### config.mk
export PLATFORM = sky130hd
export DESIGN_NAME = btn_input_conditioner
export DESIGN_NICKNAME = d
export VERILOG_FILES = /design/src/rtl/btn_input_conditioner.sv
export SDC_FILE = /design/constraint.sdc
export NUM_CORES = 1
export LEC_CHECK = 0
export ABC_AREA = 1
export BUFFER_PORTS_ARGS = -buffer_cell sky130_fd_sc_hd__buf_2
export CAP_MARGIN = 20
export CORE_UTILIZATION = 55
export CTS_CLUSTER_SIZE = 12
export DETAILED_ROUTE_END_ITERATION = 16
export PLACE_DENSITY = 0.76
export SLEW_MARGIN = 40
export SYNTH_ARGS = -nofsm -noshare
export SYNTH_HDL_FRONTEND = slang
export SYNTH_SLANG_ARGS = --single-unit
export TNS_END_PERCENT = 5
### constraint.sdc
create_clock -name clk -period 1.31 [get_ports clk]
set_input_delay 0.262 -clock clk [delete_from_list [all_inputs] [get_ports clk]]
set_output_delay 0.262 -clock clk [all_outputs]
set_load 0.02 [all_outputs]
### src/rtl/btn_input_conditioner.sv
// Button conditioner: 2-flop sync, per-lane debounce, lockout mask; level out by default.
// Define BTN_INPUT_CONDITIONER_EDGE_EN for a one-cycle press pulse per accepted press instead.
module btn_input_conditioner #(
  parameter int N_BTN           = 8,
  parameter int DEBOUNCE_CYCLES = 1000,
  parameter int CNT_W           = 10
) (
  input  logic             clk,
  input  logic             rst_n,
  input  logic             ena,
  input  logic [N_BTN-1:0] btn_raw,
  input  logic [N_BTN-1:0] lockout,
  output logic [N_BTN-1:0] btn_level,
  output logic [N_BTN-1:0] btn_out,
  output logic             any_out
);

  localparam logic [CNT_W-1:0] CNT_LAST = CNT_W'(DEBOUNCE_CYCLES - 1);

  logic [N_BTN-1:0] sync1_q;
  logic [N_BTN-1:0] sync2_q;
  logic [N_BTN-1:0] stable_q;
  logic [N_BTN-1:0] stable_d;
  logic [CNT_W-1:0] cnt_q [N_BTN];
  logic [CNT_W-1:0] cnt_d [N_BTN];

  // Count only while the synchronised input disagrees with the accepted level;
  // any agreement restarts the count, so short glitches never get through.
  always_comb begin
    stable_d = stable_q;
    for (int i = 0; i < N_BTN; i++) begin
      cnt_d[i] = '0;
      if (sync2_q[i] != stable_q[i]) begin
        if (cnt_q[i] == CNT_LAST) begin
          stable_d[i] = sync2_q[i];
        end else begin
          cnt_d[i] = cnt_q[i] + CNT_W'(1);
        end
      end
    end
  end

  always_ff @(posedge clk or negedge rst_n) begin
    if (!rst_n) begin
      sync1_q  <= '0;
      sync2_q  <= '0;
      stable_q <= '0;
      for (int i = 0; i < N_BTN; i++) cnt_q[i] <= '0;
    end else if (!ena) begin
      sync1_q  <= '0;
      sync2_q  <= '0;
      stable_q <= '0;
      for (int i = 0; i < N_BTN; i++) cnt_q[i] <= '0;
    end else begin
      sync1_q  <= btn_raw;
      sync2_q  <= sync1_q;
      stable_q <= stable_d;
      for (int i = 0; i < N_BTN; i++) cnt_q[i] <= cnt_d[i];
    end
  end

  assign btn_level = stable_q;

`ifdef BTN_INPUT_CONDITIONER_EDGE_EN
  logic [N_BTN-1:0] press_q;
  logic [N_BTN-1:0] press_d;

  assign press_d = stable_d & ~stable_q;

  always_ff @(posedge clk or negedge rst_n) begin
    if (!rst_n) begin
      press_q <= '0;
    end else if (!ena) begin
      press_q <= '0;
    end else begin
      press_q <= press_d;
    end
  end

  // Lockout is applied after the register so a masked pulse is simply lost.
  assign btn_out = press_q & ~lockout;
`else
  assign btn_out = stable_q & ~lockout;
`endif

  assign any_out = |btn_out;

endmodule
==> metrics.txt <==
pre-CTS setup slack=-0.009609 ns; part of the Yosys area used for sequential elements=0.4984; CP Class=reg -> out; max-cap violation count=0; Crit-path slowest cell=dfrtp_1; FP Rows=35; fmax=630.3 MHz; first-pass GRT wire length=19.15 mm; die height=99.44 um; r2r endpoint=cnt_q[74]; DRC errors left=0; register bit total from synthesis=104; Lkg Pwr=0.003016 uW; XOR/XNOR share of the synthesized area=0.01677; largest net degree at the start of global routing=33; slew margin rel.=0.7934; synthesized area per cell=7.863 um^2; FFs w/ async S/R, synth=1.000; Worst Hold Class=in -> reg; post-synthesis compound-gate area fraction=0.04098; Reg-to-Reg Start=btn_level[0]; family with the most delay on the worst path=flip-flops; mux contribution to synthesized area=0; Post-Synth Adder-Cell Area=0.01917; worst-margin pin slew=0.3087 ns; Vias/cell=5.259; crit end category=output port; CTS tree=built; share of the synthesized area in the top cell type=0.4984; # fillers=687; die area=0.009887 mm^2; Starting Density=0.5678; clk_skew=0.006727 ns; Die X=99.44 um; Final min period=1.587 ns; Post-Syn Instances=664; leading area contributor after synthesis=dfrtp_1; clk buf depth=2; Syn-to-layout area delta=26.05%; final setup vio count=16; largest family of logic cells by synthesized area=simple AND/OR/NAND/NOR gates; Fin Hold WS=0.08136 ns; Setup WS post-layout=-0.2766 ns; remaining antenna violation count after routing=0; detailed placement HPWL=8.070 mm; RD Place Congestion=0.8877; clk root buf=clkbuf_8; Critical path buffers and inverters=2; NumNets Final=793; critical path arrival=1.32 ns; WP data required=1.05 ns; syn nets=691; Critical Path Source=btn_level[2]; Hold Fails Final Rpt=0; Levels on crit path=5; Worst Setup Start Kind=flip-flop; Ports=36; drt wl/cell=12.79 um; final period utilization=1.211; dominant cell by count in the synthesized netlist=nand2_1; setup slack, reg-to-reg=-0.03 ns; TNS Setup=-0.7678 ns; Synth Flop Type=dfrtp_1; EDFF count, synth=0; proportion of layout cells with a drive suffix above 1=0.2490; RSZ-0062 raised after global routing=yes; post-synthesis simple-gate area fraction=0.3496; Worst path max stage delay=0.40 ns; maximum VDD drop=0.0005860 V; htree depth=3; fin. max-slew vios=0; Vias=4638; drt initial violations=192; Total Wirelength=11.28 mm; synthesized area=0.005221 mm^2; Total GRT Usage=0.2402; total CTS buffers=9; CTS sink cnt=104; largest cells by area after synthesis=dfrtp_1 50%, nand2_1 10%, nor2_1 8.6%; Util after Layout=0.7156; critical path cell sequence=inv_2, o22ai_4, nor3_2, nand2_1, buf_6; drt first pass iters=4; Core Area=0.009196 mm^2; crit-path max FO=2; Skew-Pair Late Insertion Delay=0.36 ns; port bufs=35; worst reg2reg path depth=7; Clock transition at path regs=0.09 ns; status=finished with violations; initial antenna violation count=0; crit path to=any_out; Synth top cells by count=142 x nand2_1, 120 x nor2_1, 104 x dfrtp_1; Overflow after GRT=0; ant diodes=0; synth warn=0; Cell Pwr Density=842.8 mW/mm^2; Netlist cell types=26; failing checks=negative setup slack; Design Power=5547 uW; vias in the first global route=4455
-- kinds of logic (layout without fill, tap and decap cells) --
| kind of cell | Yosys count | count (layout) |
|---|---|---|
| simple gates | 402 | 402 |
| flops | 104 | 104 |
| buf+inv | 101 | 208 |
| compound gates | 39 | 39 |
| xor+xnor | 10 | 10 |
| fa+ha+maj | 8 | 8 |
-- per-layer routing --
metal,share of wire,global-route usage
met3,0.031,0.04357
met5,0,0
met2,0.51,0.4071
met1,0.44,0.3108
met4,0.021,0.08597
-- timing repair --
action                                 in CTS  in global routing
setup endpoints to repair                  15                 86
cloned                                      0                  0
buffers inserted                            2                  3
resized for setup                          41                 62
endpoints found under the hold margin      14                  0
hold buffers                                1                  0
pin swaps                                   3                  9
-- worst min-delay path by stage --
stage                     from      endpoint  slack (ns)  cells past startpoint
floorplan                rst_n  btn_level[0]       -0.03                      0
global placement         rst_n     cnt_q[19]        0.17                      1
detailed placement       rst_n     cnt_q[14]        0.17                      1
CTS                 btn_raw[4]    sync1_q[4]        0.07                      3
global route        btn_raw[0]    sync1_q[0]        0.09                      3
finish              btn_raw[4]    sync1_q[4]        0.08                      3
-- flip-flops by register name (all words and copies together), names as in the netlist --
| signal | count |
|---|---|
| cnt_q | 80 |
| sync1_q | 8 |
| btn_level | 8 |
| sync2_q | 8 |
-- cells in the final DEF (no fill, tap or decap), types with 5 or more instances in the layout --
cell | netlist | routed
nor2_1 | 120 | 103
nor3_2 | 2 | 6
nor2_2 | 12 | 15
nand3_2 | 4 | 6
nor3_1 | 22 | 17
buf_6 | 1 | 15
nand3_1 | 59 | 55
buf_2 | 2 | 17
inv_2 | 1 | 12
nor2_4 | 9 | 23
xnor2_1 | 5 | 5
dfrtp_1 | 104 | 103
nand2_2 | 5 | 5
inv_1 | 96 | 85
buf_4 | 0 | 57
a31oi_1 | 5 | 5
xor2_1 | 5 | 5
clkbuf_8 | 0 | 11
a21oi_1 | 28 | 28
nand4_1 | 27 | 27
nand2_4 | 0 | 6
nand2_1 | 142 | 136
-- final cells by class --
class                   instances  area [um^2]  share of cell area
clock inverters                 2        37.54            0.005703
multi-input cells             459         2496              0.3793
clock buffers                  14        162.7             0.02471
well taps                     111        138.9             0.02110
repair buffers                 94        772.0              0.1173
inverters                      98        370.4             0.05627
flip-flops and latches        104         2604              0.3956
-- worst register-to-register path: cells and delay by family (launching register included) --
family                 cells  cell delay (ns)
AOI/OAI and AO/OA          2             0.21
and+or+nand+nor            3             0.38
buffers and inverters      2             0.26
DFF                        1             0.42
-- power by group --
group | internal [uW] | switching [uW]
sequential | 3240 | 17.0
combinational | 104 | 177
clock | 992 | 1020
total | 4330 | 1210
-- stage by stage --
stage               instances  instance area, um^2
CTS                       880                 6349
detailed placement        861                 5983
global route              882                 6581
global placement          861                 5983
floorplan                 664                 5233
finish                    882                 6581
Note: power is estimated with default switching activity, not from simulation.
